**config.mk**
```make
export PLATFORM = sky130hd
export DESIGN_NAME = fpu_op_seq
export DESIGN_NICKNAME = d
export VERILOG_FILES = /design/src/rtl/fpu_op_seq_pkg.sv /design/src/rtl/fpu_op_seq.sv
export SDC_FILE = /design/constraint.sdc
export NUM_CORES = 1
export LEC_CHECK = 0
export CAP_MARGIN = 40
export CORE_MARGIN = 8
export CORE_UTILIZATION = 48
export CTS_CLUSTER_SIZE = 8
export DETAILED_ROUTE_END_ITERATION = 8
export PLACE_DENSITY = 0.93
export RECOVER_POWER = 25
export SYNTH_ARGS = -nofsm -noshare
export SYNTH_HDL_FRONTEND = slang
export SYNTH_SLANG_ARGS = --single-unit
```
**constraint.sdc**
```tcl
create_clock -name clk_i -period 4.1 [get_ports clk_i]
set_clock_uncertainty 0.05 [all_clocks]
set_input_delay 0.41 -clock clk_i [delete_from_list [all_inputs] [get_ports clk_i]]
set_output_delay 0.41 -clock clk_i [all_outputs]
set_load 0.03 [all_outputs]
```
**src/rtl/fpu_op_seq_pkg.sv**
```systemverilog
// fpu_op_seq_pkg: shared types for the bf16 FPU issue/sequencing stage.
// Contents: fp_alu_op_e (FPU operator set incl. fused multiply-add),
//           fp_seq_state_e (sequencer FSM states), FP_BF16_W (bf16 field width).
package fpu_op_seq_pkg;

  localparam int FP_BF16_W = 16;

  typedef enum logic [2:0] {
    FP_ALU_ADD   = 3'd0,
    FP_ALU_SUB   = 3'd1,
    FP_ALU_MUL   = 3'd2,
    FP_ALU_DIV   = 3'd3,
    FP_ALU_CVT   = 3'd4,
    FP_ALU_CLASS = 3'd5,
    FP_ALU_MADD  = 3'd6
  } fp_alu_op_e;

  typedef enum logic [1:0] {
    IDLE  = 2'd0,
    EXEC1 = 2'd1,
    EXEC2 = 2'd2,
    RESP  = 2'd3
  } fp_seq_state_e;

endpackage

```
**src/rtl/fpu_op_seq.sv**
```systemverilog
// fpu_op_seq: issue/sequencing stage in front of the combinational bf16 FPU.
// Ports:
//   clk_i, rst_i (sync, active-high), flush_i (sync abort of in-flight op)
//   valid_i/ready_o, operator_i, operand_a/b/c_i, mode_i : request from core
//   valid_o/ready_i, result_o                            : registered result to core
//   busy_o                                               : sequencer not idle
//   fpu_operator_o, fpu_operand_a/b_o, fpu_mode_o        : registered drive to FPU
//   fpu_result_i                                         : combinational FPU result
// Optional build macro FPU_OP_SEQ_BYPASS_EN: accept the next request in the same
// cycle the result is handed off, skipping the IDLE bubble.
module fpu_op_seq
  import fpu_op_seq_pkg::*;
#(
  parameter int XLEN = 32,
  parameter int FP_W = FP_BF16_W
) (
  input  logic              clk_i,
  input  logic              rst_i,
  input  logic              flush_i,
  input  logic              valid_i,
  output logic              ready_o,
  input  fp_alu_op_e        operator_i,
  input  logic [XLEN-1:0]   operand_a_i,
  input  logic [XLEN-1:0]   operand_b_i,
  input  logic [XLEN-1:0]   operand_c_i,
  input  logic [1:0]        mode_i,
  output logic              valid_o,
  input  logic              ready_i,
  output logic [XLEN-1:0]   result_o,
  output logic              busy_o,
  output fp_alu_op_e        fpu_operator_o,
  output logic [XLEN-1:0]   fpu_operand_a_o,
  output logic [XLEN-1:0]   fpu_operand_b_o,
  output logic [1:0]        fpu_mode_o,
  input  logic [XLEN-1:0]   fpu_result_i
);
  fp_seq_state_e   r_state, w_state_n;
  fp_alu_op_e      r_op;
  logic [XLEN-1:0] r_a, r_b, r_c, r_result;
  logic [1:0]      r_mode;
  logic [FP_W-1:0] r_prod;
  logic            w_accept, w_madd;
`ifdef FPU_OP_SEQ_BYPASS_EN
  assign ready_o = (r_state == IDLE) || (r_state == RESP && ready_i);
`else
  assign ready_o = r_state == IDLE;
`endif
  // flush wins over a request presented in the same cycle
  assign w_accept = valid_i && ready_o && !flush_i;
  assign w_madd   = r_op == FP_ALU_MADD;
  assign valid_o  = r_state == RESP;
  assign busy_o   = r_state != IDLE;
  assign result_o = r_result;
  // FPU drive depends only on state and captured registers, never on core inputs
  assign fpu_operator_o  = r_state == EXEC2 ? (r_mode[0] ? FP_ALU_SUB : FP_ALU_ADD) :
                           w_madd ? FP_ALU_MUL : r_op;
  assign fpu_operand_a_o = r_state == EXEC2 ? {r_prod, {(XLEN-FP_W){1'b0}}} : r_a;
  assign fpu_operand_b_o = r_state == EXEC2 ? r_c : r_b;
  assign fpu_mode_o      = r_mode;
  always_comb begin
    w_state_n = flush_i            ? IDLE :
                r_state == IDLE    ? (w_accept ? EXEC1 : IDLE) :
                r_state == EXEC1   ? (w_madd ? EXEC2 : RESP) :
                r_state == EXEC2   ? RESP :
                ready_i            ? (w_accept ? EXEC1 : IDLE) : RESP;
  end
  always_ff @(posedge clk_i) begin
    if (rst_i) begin
      r_state  <= IDLE;
      r_op     <= FP_ALU_ADD;
      r_a      <= '0;
      r_b      <= '0;
      r_c      <= '0;
      r_mode   <= '0;
      r_prod   <= '0;
      r_result <= '0;
    end else begin
      r_state <= w_state_n;
      if (w_accept) begin
        r_op   <= operator_i;
        r_a    <= operand_a_i;
        r_b    <= operand_b_i;
        r_c    <= operand_c_i;
        r_mode <= mode_i;
      end
      if (!flush_i && r_state == EXEC1 && w_madd)
        r_prod <= fpu_result_i[XLEN-1:XLEN-FP_W];
      if (!flush_i && ((r_state == EXEC1 && !w_madd) || r_state == EXEC2))
        r_result <= fpu_result_i;
    end
  end
endmodule

```
==> results of run 1 <==
## worst paths after layout
kind	endpoint	slack (ns)	startpoint
max	fpu_operand_a_o[16]	0.85	r_state[1]
min	r_a[6]	0.40	r_a[6]
max reg2reg	r_b[16]	1.42	r_state[0]
min reg2reg	r_a[6]	0.40	r_a[6]
## routing by layer
| layer | global-route usage [%] | vias up |
|---|---|---|
| met4 | 11.4 | 0 |
| met1 | 30.2 | 3285 |
| met2 | 40.9 | 383 |
| met5 | 0 | - |
| li1 | - | 3191 |
| met3 | 7.98 | 49 |
## through the flow
stage / utilization [%] / total power (W) / setup WS, ns / hold slack [ns] / std cells
2_1_floorplan: - / 0.00193 / 2.20 / 0.382 / 795
3_3_place_gp: 65.8 / 0.00222 / 1.42 / 0.388 / 1152
3_5_place_dp: 66.5 / 0.00225 / 1.33 / 0.392 / 1156
4_1_cts: 71.2 / 0.00392 / 0.850 / 0.400 / 1188
5_1_grt: 71.2 / 0.00402 / 0.769 / 0.426 / 1191
6_report: 71.2 / 0.00389 / 0.849 / 0.400 / 1191
## where the power goes
part / switching [W] / internal, W / leakage, nW
clock network: 0.000608 / 0.00107 / 0.309
registers: 0.0000484 / 0.00154 / 1.23
logic: 0.000334 / 0.000297 / 2.01
total: 0.000990 / 0.00290 / 3.54
## worst max-delay path: cells and delay by family, from the launching register on
kind / cells / cell delay (ns)
simple gates: 1 / 0.15
flops: 1 / 0.49
buf+inv: 2 / 1.22
mux: 1 / 0.42
## cell usage after synthesis, drive strengths merged
cell and count:
o221ai 32, nor2 2, a22oi 32, nor3b 2
nor4b 1, nor3 2, or3b 1, a21oi 117
nor2b 1, dfxtp 151, and3b 1, or4b 1
and3 2, a21o 1, nand4 32, o31a 1
inv 1, buf 32, nand3b 1, o21ai 16
and2 19, clkbuf 45, nor4 1, nand2b 2
mux2 49, nand2 234, nand3 16
## area by class of cell
type / count / area, um2 / area share (%)
Multi-Input combinational cell: 566 / 3190 / 32.8
Sequential cell: 151 / 3020 / 31.1
Timing Repair Buffer: 258 / 2640 / 27.1
Clock buffer: 21 / 470 / 4.83
Tap cell: 180 / 225 / 2.31
Clock inverter: 11 / 171 / 1.76
Antenna cell: 3 / 7.51 / 0.0771
Inverter: 1 / 3.75 / 0.0386
## logic make-up after synthesis
group | Yosys count
AO/OA/AOI/OAI | 199
multiplexers | 49
AND/OR/NAND/NOR | 318
flip-flops | 151
buffers and inverters | 78
## sequential cells by signal, indices dropped and copies added, names as in the netlist
| signal | count |
|---|---|
| r_op | 3 |
| r_state | 2 |
| result_o | 32 |
| fpu_mode_o | 2 |
| r_c | 32 |
| r_prod | 16 |
| r_b | 32 |
| r_a | 32 |
==> flow_summary.rst, run 1 <==
.. list-table::
   :header-rows: 1

   * - Metric
     - Value
   * - Per-cell routed wire length
     - 19.7 um
   * - Pin count of the biggest net entering global routing
     - 89
   * - Count of hold buffers inserted by post-cts repair
     - 0
   * - Share of the synthesized area in compound gates (AO/OA/AOI/OAI)
     - 18.2%
   * - Placeable core region
     - 0.0137 mm2
   * - Share of layout cells above drive strength 1
     - 10.3%
   * - Worst vdd rail ir drop
     - 0.277 mV
   * - Post-CTS Repair Setup Buffers
     - 0
   * - Capturing element type of the critical path
     - primary output
   * - Most common cell after layout, fill and taps aside
     - nand2_1
   * - Portion of netlist area occupied by mux cells
     - 8.36%
   * - Final layout net count
     - 1133
   * - Total grt overflow
     - 0
   * - Initial core utilization
     - 48.3%
   * - Fillcell total
     - 954
   * - I/O pin total
     - 242
   * - Final routed wirelength across all metal layers
     - 23400 um
   * - Count of unresolved DRC violations after routing
     - 0
   * - Ratio of final minimum period to clock period
     - 79.3%
   * - Number of max-slew violations in the final report
     - 0
   * - Ranking of synthesized cells by area
     - dfxtp_1 (46%), nand2_1 (13%), a21oi_1 (8.9%), mux2_2 (8.4%), o221ai_1 (4.2%)
   * - Gr usage total
     - 25.3%
   * - Cells along the critical path
     - nand2b_2 > buf_4 > mux2_2 > clkdlybuf4s50_1
   * - Commonest cells after routing, fill and taps aside
     - nand2_1 (234), clkdlybuf4s50_1 (208), dfxtp_1 (151)
   * - Number of instances in the synthesized netlist
     - 795
   * - Fraction of synthesized cell area in xor and xnor cells
     - 0%
   * - Sink Count
     - 151
   * - Ratio of total power to cell area
     - 400 mW/mm2
   * - Instance area at placement
     - 0.00909 mm2
   * - Number of global-route vias before repair
     - 6656
   * - Timing-limited maximum frequency
     - 0.308 GHz
   * - Time the final worst path needs with I/O delays and setup
     - 3.25 ns
   * - Count of vias placed by the detailed router
     - 6908
   * - Worst endpoint data arrival time
     - 2.79 ns
   * - Number of antenna violations at the first check in global routing
     - 3
   * - TritonCTS clock tree
     - built
   * - Detailed Routing Iterations Pass 1
     - 8
   * - Slew at the pin closest to its max-slew limit
     - 1.33 ns
   * - Main combinational cell family by area after synthesis
     - simple AND/OR/NAND/NOR gates
   * - Gates resized, CTS repair
     - 0
   * - CTS clk-pin slew, worst paths
     - 0.06 ns
   * - Worst Hold Path Cells
     - 2
   * - Simple-Gate Fraction of Synth Area
     - 21.4%
   * - Number of cells on the worst reg-to-reg path
     - 5
   * - Cell type of the slowest stage on the worst timing path
     - buf_4
   * - Deepest level of the CTS H-tree
     - 4
   * - Maximum clock insertion buffer count
     - 2
   * - Width of the chip
     - 133 um
   * - Area share of the largest cell type after synthesis
     - 45.8%
   * - Number of placement rows
     - 43
   * - Post-Synthesis Cell Area
     - 0.00660 mm2
   * - Clk root buf
     - clkbuf_16
   * - Max Cap Viol
     - 0
   * - Drt initial violations
     - 616
   * - Clock latency at the later pin of the worst-skew pair
     - 0.41 ns
   * - Static leakage
     - 3.54 nW
   * - Die H
     - 133 um
   * - Met2 WL
     - 11300 um
   * - DRT met1 WL
     - 8960 um
   * - IO Port Bufs
     - 241
   * - Critical Path Source Type
     - flip-flop
   * - First-pass GRT wire length
     - 36300 um
   * - Largest stage delay on the critical path
     - 0.61 ns
   * - Highest metal used
     - met4
   * - Post-route cell area
     - 0.00973 mm2
   * - Final HPWL from detailed placement
     - 15800 um
   * - CP max FO
     - 67
   * - Hold violation count in the final report
     - 0
   * - DR WL met3
     - 2490 um
   * - Number of clock buffers inserted by TritonCTS
     - 17
   * - Critical setup path kind
     - reg2out
   * - Setup TNS
     - 0 ns
   * - Data required time of the critical path
     - 3.64 ns
   * - Arithmetic-cell share of the synthesized area counting full adders, half adders and majority gates
     - 0%
   * - Setup-failing EPs final
     - 0
   * - Final RePlAce weighted congestion
     - 0.817
   * - Syn. warnings
     - 0
   * - Layout Area Growth over Synthesis
     - 47.5%
   * - Number of vias per cell
     - 5.80
   * - Count of cell types in the netlist
     - 31
   * - Synthesized Nets
     - 933
   * - Worst max-slew margin expressed relative to the limit
     - 11.6%
   * - Final antenna-violating net count
     - 0
   * - Cell type contributing the most total cell area after synthesis
     - dfxtp_1
   * - Mean instance size in the synthesized netlist
     - 8.30 um2
   * - Die footprint
     - 0.0178 mm2
   * - Path category of the worst min-delay check
     - reg2reg
   * - Number of register bits inferred by synthesis
     - 151
   * - Seq/Total Area, Yosys
     - 45.8%
   * - Unrepaired setup endpoints after global routing
     - false
   * - Result of the run
     - finished clean
Note: power is estimated with default switching activity, not from simulation.
==> run 2: changes to the inputs <==
Settings changed: CORE_UTILIZATION 48 to 45, PLACE_DENSITY 0.93 to 0.89.
Clock period 4.1 ns to 3.1 ns, I/O delays scaled along.
==> flow_summary.rst, run 2 (same netlist as run 1, synthesis figures left out) <==
.. list-table::
   :header-rows: 1

   * - Metric
     - Value
   * - Result of the run
     - finished clean
   * - Timing-limited maximum frequency
     - 0.339 GHz
   * - Largest stage delay on the critical path
     - 0.62 ns (about the same)
   * - Per-cell routed wire length
     - 18.5 um (-5.8%)
   * - Detailed Routing Iterations Pass 1
     - 6 (-2)
   * - Buf/Inv on CP
     - 2 (unchanged)
   * - Core utilization of the finished layout
     - 65.7% (-5.5 points)
   * - I/O pin total
     - 242 (unchanged)
   * - Total grt overflow
     - 0 (unchanged)
   * - Total net switching power
     - 0.00130 W (+32%)
   * - Path category of the worst min-delay check
     - in2reg
   * - First-pass GRT wire length
     - 33700 um (-7.1%)
   * - Number of vias per cell
     - 5.66 (-2.5%)
   * - Setup TNS
     - 0 ns (unchanged)
   * - Post-CTS Repair Setup Buffers
     - 0 (unchanged)
   * - Count of hold buffers inserted by post-cts repair
     - 0 (unchanged)
   * - Final layout net count
     - 1128 (-0.44%)
   * - Width of the chip
     - 137 um (+2.9%)
   * - Internal power consumption
     - 0.00348 W (+20%)
   * - Met3 demand-to-capacity share in global routing
     - 7.93% (-0.052 points)
   * - Fillcell total
     - 1112 (+17%)
   * - Final routed wirelength across all metal layers
     - 22000 um (-6.1%)
   * - Capturing element type of the critical path
     - primary output
   * - Share of layout cells above drive strength 1
     - 11.8% (+1.4 points)
   * - Static leakage
     - 3.48 nW (-1.7%)
   * - Switching share of power
     - 27.3% (+1.8 points)
   * - Sink Count
     - 151 (unchanged)
   * - Commonest cells after routing, fill and taps aside
     - nand2_1 (234), clkdlybuf4s50_1 (186), dfxtp_1 (151)
   * - TritonCTS clock tree
     - built
   * - Ratio of final minimum period to clock period
     - 95.1%
   * - Number of max-slew violations in the final report
     - 0 (unchanged)
   * - Final RePlAce weighted congestion
     - 0.858 (+5.1%)
   * - CP top delay family
     - buffers and inverters
   * - Number of antenna violations at the first check in global routing
     - 0 (-3)
   * - Worst max-slew margin expressed relative to the limit
     - 35.9% (+24 points)
   * - Max Cap Viol
     - 0 (unchanged)
   * - Met1 global-route usage
     - 28.0% (-2.2 points)
   * - Count of vias placed by the detailed router
     - 6716 (-2.8%)
   * - Number of global-route vias before repair
     - 6343 (-4.7%)
   * - Pin count of the biggest net entering global routing
     - 102 (+15%)
   * - CTS clk-pin slew, worst paths
     - 0.07 ns (about the same)
   * - Maximum clock insertion buffer count
     - 2 (unchanged)
   * - Clk root buf
     - clkbuf_16
   * - Critical Path Source Type
     - flip-flop
   * - Count of unresolved DRC violations after routing
     - 0 (unchanged)
   * - Slew at the pin closest to its max-slew limit
     - 0.961 ns (-0.365 ns)
   * - Gr usage total
     - 22.6% (-2.7 points)
   * - M2 GR Usage
     - 36.6% (-4.3 points)
   * - Die H
     - 137 um (+2.9%)
   * - Most common cell after layout, fill and taps aside
     - nand2_1
   * - Die footprint
     - 0.0188 mm2 (+5.9%)
   * - Final HPWL from detailed placement
     - 15000 um (-5.5%)
   * - Number of placement rows
     - 44 (+2.3%)
   * - Share of total power in combinational logic
     - 16.8% (+0.6 points)
   * - Diode insertion count for antenna repair
     - 0 (-3)
   * - Power share of the clock group
     - 39.4% (-3.7 points)
   * - Clock latency at the later pin of the worst-skew pair
     - 0.42 ns (about the same)
   * - Number of clock buffers inserted by TritonCTS
     - 17 (unchanged)
   * - Busiest layer in global routing
     - met2
   * - Gates resized, CTS repair
     - 1 (+1)
   * - Post-route cell area
     - 0.00948 mm2 (-2.6%)
   * - Final antenna-violating net count
     - 0 (unchanged)
   * - Cell type of the slowest stage on the worst timing path
     - clkdlybuf4s50_1
   * - Worst vdd rail ir drop
     - 0.376 mV (+36%)
   * - Instance area at placement
     - 0.00895 mm2 (-1.6%)
   * - Setup WS post-layout
     - 0.152 ns (-0.697 ns)
   * - IO Port Bufs
     - 241 (unchanged)
   * - Cells along the critical path
     - nand2b_2 > buf_6 > mux2_2 > clkdlybuf4s50_1
   * - Data required time of the critical path
     - 2.74 ns (-0.90 ns)
   * - Deepest level of the CTS H-tree
     - 4 (unchanged)
   * - Setup-failing EPs final
     - 0 (unchanged)
   * - Worst endpoint data arrival time
     - 2.59 ns (-0.20 ns)
   * - Post-placement worst setup slack
     - 0.431 ns (-0.901 ns)
   * - Unrepaired setup endpoints after global routing
     - false
   * - Placeable core region
     - 0.0144 mm2 (+5.5%)
   * - Reg power frac
     - 43.7% (+3.0 points)
   * - Hold violation count in the final report
     - 0 (unchanged)
   * - Initial core utilization
     - 45.7% (-2.5 points)
   * - Critical setup path kind
     - reg2out
   * - Drt initial violations
     - 436 (-29%)
   * - Layout Area Growth over Synthesis
     - 43.7%
   * - Ratio of total power to cell area
     - 504 mW/mm2 (+26%)
   * - Time the final worst path needs with I/O delays and setup
     - 2.95 ns
   * - CP max FO
     - 67 (unchanged)
==> run 2: per-stage QoR <==
step / total power [W] / cells / hold slack (ns)
after floorplan: 0.00255 / 795 / 0.382
after global placement: 0.00293 / 1154 / 0.388
after detailed placement: 0.00294 / 1155 / 0.394
final: 0.00478 / 1187 / 0.241
after global routing: 0.00497 / 1187 / 0.259
after CTS: 0.00482 / 1187 / 0.227
==> run 2: power by group through the flow <==
stage / logic, W / registers (W) / clock network, W
6_report: 0.000805 / 0.00209 / 0.00189
5_1_grt: 0.000861 / 0.00210 / 0.00200
4_1_cts: 0.000819 / 0.00209 / 0.00191
3_5_place_dp: 0.000813 / 0.00213 / 0
3_3_place_gp: 0.000796 / 0.00213 / 0
2_1_floorplan: 0.000382 / 0.00217 / 0
==> run 2: worst paths after layout <==
| path | start | endpoint | slack [ns] | depth (start not counted) |
|---|---|---|---|---|
| worst max register to register | r_state[0] | r_b[11] | 0.53 | 5 |
| worst min-delay path | rst_i | fpu_mode_o[1] | 0.24 | 2 |
| worst min register to register | r_a[8] | r_a[8] | 0.40 | 2 |
| worst max-delay path | r_state[1] | fpu_operand_b_o[1] | 0.15 | 4 |
==> run 2: area by class of cell <==
class | instances | area (um2) | share of cell area, %
Clock inverter | 9 | 70.1 | 0.739
Clock buffer | 23 | 468 | 4.93
Timing Repair Buffer | 253 | 2490 | 26.3
Multi-Input combinational cell | 566 | 3200 | 33.7
Inverter | 1 | 3.75 | 0.0396
Sequential cell | 151 | 3020 | 31.9
Tap cell | 184 | 230 | 2.43
==> run 2: metal layers <==
layer	share of wire (%)	vias to the layer above
li1	-	3173
met2	47	332
met1	39	3189
met5	0	-
met4	1.2	0
met3	13	22
==> run 2: worst register-to-register path, cell delays in order (launching register included) <==
cell      delay [ns]
dfxtp_1         0.31
clkbuf_2        0.55
or4b_4          0.98
buf_16          0.31
nand2_1         0.14
a21oi_1         0.09
==> run 3: changes to the inputs <==
Settings changed: CORE_UTILIZATION 45 to 40, GPL_ROUTABILITY_DRIVEN set to 0, PLACE_DENSITY 0.89 to 0.84.
Clock period 3.1 ns to 2.5 ns, I/O delays scaled along.
==> flow_summary.rst, run 3 (same netlist as run 1, synthesis figures left out) <==
.. list-table::
   :header-rows: 1

   * - Metric
     - Value
   * - Result of the run
     - finished clean
   * - Worst flop-to-flop path endpoint
     - r_c[17]
   * - Worst Hold Path Cells
     - 2 (unchanged)
   * - Path category of the worst min-delay check
     - in2reg
   * - Number of placement rows
     - 47 (+6.8%)
   * - Share of layout cells above drive strength 1
     - 12.5% (+0.74 points)
   * - Worst vdd rail ir drop
     - 0.459 mV (+22%)
   * - Static leakage
     - 4.24 nW (+22%)
   * - Ratio of final minimum period to clock period
     - 96.3%
   * - CTS clk-pin slew, worst paths
     - 0.07 ns (about the same)
   * - Worst hold margin
     - 0.309 ns (+0.0681 ns)
   * - Critical Path Source Type
     - flip-flop
   * - Number of max-slew violations in the final report
     - 0 (unchanged)
   * - IO Port Bufs
     - 241 (unchanged)
   * - Setup TNS
     - 0 ns (unchanged)
   * - Deepest level of the CTS H-tree
     - 4 (unchanged)
   * - Die footprint
     - 0.0209 mm2 (+11%)
   * - Critical setup path kind
     - reg2out
   * - Data required time of the critical path
     - 2.20 ns (-0.54 ns)
   * - Maximum clock insertion buffer count
     - 2 (unchanged)
   * - Commonest cells after routing, fill and taps aside
     - nand2_1 (234), dfxtp_1 (151), clkdlybuf4s50_1 (144)
   * - Cell type of the slowest stage on the worst timing path
     - clkdlybuf4s50_1
   * - Sink Count
     - 151 (unchanged)
   * - Number of global-route vias before repair
     - 6291 (-0.82%)
   * - Layout Area Growth over Synthesis
     - 47.9%
   * - Count of vias placed by the detailed router
     - 6611 (-1.6%)
   * - Worst hold endpoint
     - r_op[1]
   * - Critical Path Start
     - r_state[0]
   * - Clock latency at the later pin of the worst-skew pair
     - 0.42 ns (about the same)
   * - Time the final worst path needs with I/O delays and setup
     - 2.41 ns
   * - Total grt overflow
     - 0 (unchanged)
   * - Capturing element type of the critical path
     - primary output
   * - I/O pin total
     - 242 (unchanged)
   * - Beginning of the worst register-to-register path
     - r_state[0]
   * - Pin count of the biggest net entering global routing
     - 102 (unchanged)
   * - Area used by multi-input combinational logic
     - 0.00319 mm2 (-0.12%)
   * - Timing-limited maximum frequency
     - 0.415 GHz
   * - Cells along the critical path
     - nand2b_2 > buf_12 > mux2_2 > clkdlybuf4s50_1
   * - TritonCTS clock tree
     - built
   * - Initial core utilization
     - 40.4% (-5.4 points)
   * - Number of cells on the worst reg-to-reg path
     - 5 (unchanged)
   * - FF/Latch Area
     - 0.00302 mm2 (unchanged)
   * - Clk root buf
     - clkbuf_16
   * - Width of the chip
     - 144 um (+5.4%)
   * - Number of vias per cell
     - 5.38 (-4.9%)
   * - Max Cap Viol
     - 0 (unchanged)
   * - Largest stage delay on the critical path
     - 0.60 ns (-0.02 ns)
   * - Worst max-slew margin expressed relative to the limit
     - 27.9% (-8.0 points)
   * - Placeable core region
     - 0.0163 mm2 (+13%)
   * - Ratio of total power to cell area
     - 632 mW/mm2 (+25%)
   * - Most common cell after layout, fill and taps aside
     - nand2_1
   * - Setup slack on the worst flop-to-flop path
     - 0.13 ns (-0.40 ns)
   * - Final routed wirelength across all metal layers
     - 22300 um (+1.5%)
   * - Number of clock buffers inserted by TritonCTS
     - 17 (unchanged)
   * - Detailed Routing Iterations Pass 1
     - 5 (-1)
   * - CP max FO
     - 32 (-52%)
   * - Worst endpoint data arrival time
     - 2.11 ns (-0.48 ns)
   * - Final antenna-violating net count
     - 0 (unchanged)
   * - Setup-failing EPs final
     - 0 (unchanged)
   * - Hold Path Origin
     - rst_i
   * - Number of antenna violations at the first check in global routing
     - 1 (+1)
   * - Hold violation count in the final report
     - 0 (unchanged)
   * - Drt initial violations
     - 404 (-7.3%)
   * - Final HPWL from detailed placement
     - 15100 um (+0.61%)
   * - Per-cell routed wire length
     - 18.2 um (-1.9%)
   * - Slew at the pin closest to its max-slew limit
     - 1.08 ns (+0.121 ns)
   * - Die H
     - 144 um (+5.4%)
   * - Count of unresolved DRC violations after routing
     - 0 (unchanged)
   * - Fillcell total
     - 1385 (+25%)
   * - Gr usage total
     - 20.3% (-2.3 points)
   * - Final layout net count
     - 1133 (+0.44%)
   * - First-pass GRT wire length
     - 33400 um (-0.84%)
-- run 3: cell types whose count changed in the layout (fill, tap and decap cells not counted), sizes merged --
cell,before,now
inv,3,5
diode,0,1
clkinv,3,5
dlygate4sd3,33,34
buf,32,37
clkbuf,25,20
bufinv,0,2
clkdlybuf4s50,186,144
dlymetal6s2s,0,40
-- run 3: where the power goes --
group / internal [W] / switching (W) / total, W
registers: 0.00252 / 0.0000648 / 0.00258
clock network: 0.00149 / 0.00108 / 0.00257
logic: 0.000468 / 0.000547 / 0.00101
total: 0.00448 / 0.00169 / 0.00617
-- run 3: timing repair --
item / 4_1_cts / 5_1_grt
endpoints found under the setup margin: 0 / 40
hold buffers: 0 / 0
resized for setup: 0 / 40
buffers inserted: 0 / 0
-- run 3: worst max path at each step --
| stage | to | slack [ns] |
|---|---|---|
| detailed placement | r_b[17] | 0.41 |
| global placement | result_o[23] | 0.33 |
| floorplan | fpu_operand_b_o[10] | 0.76 |
| finish | fpu_operator_o[0] | 0.09 |
| global route | r_c[17] | -0.06 |
| CTS | fpu_operand_a_o[19] | 0.003 |
-- run 3: critical path: cells and delay by family (launching register included) --
| family | cells | cell delay [ns] |
|---|---|---|
| DFF | 1 | 0.32 |
| and+or+nand+nor | 1 | 0.17 |
| buffers and inverters | 2 | 0.82 |
| muxes | 1 | 0.36 |
-- run 3: cell type report --
cell class              count  share of cell area, %
multi-input cells         566                   32.7
clock inverters            15                   1.72
inverters                   1                 0.0385
well taps                 220                   2.82
diodes                      1                 0.0256
flip-flops and latches    151                   31.0
repair buffers            258                   27.3
clock buffers              17                   4.36
-- run 3: metrics by stage --
step	instances	setup slack, ns	utilization, %	area, um2	total power, W
after floorplan	795	0.763	-	6600	0.00317
after global placement	1195	0.333	55.4	9060	0.00365
after detailed placement	1196	0.411	55.6	9090	0.00367
after CTS	1228	0.00260	59.2	9680	0.00625
after global routing	1229	-0.0643	59.7	9760	0.00640
final	1229	0.0918	59.7	9760	0.00617
-- run 3: per-layer routing --
metal	share of wire [%]	track usage (%)	vias to the layer above	wire [um]
li1	-	-	3188	-
met1	42	25.3	3144	9400
met3	10	7.36	19	2270
met5	0	0	-	0
met4	1.1	5.91	0	249
met2	47	32.2	260	10400
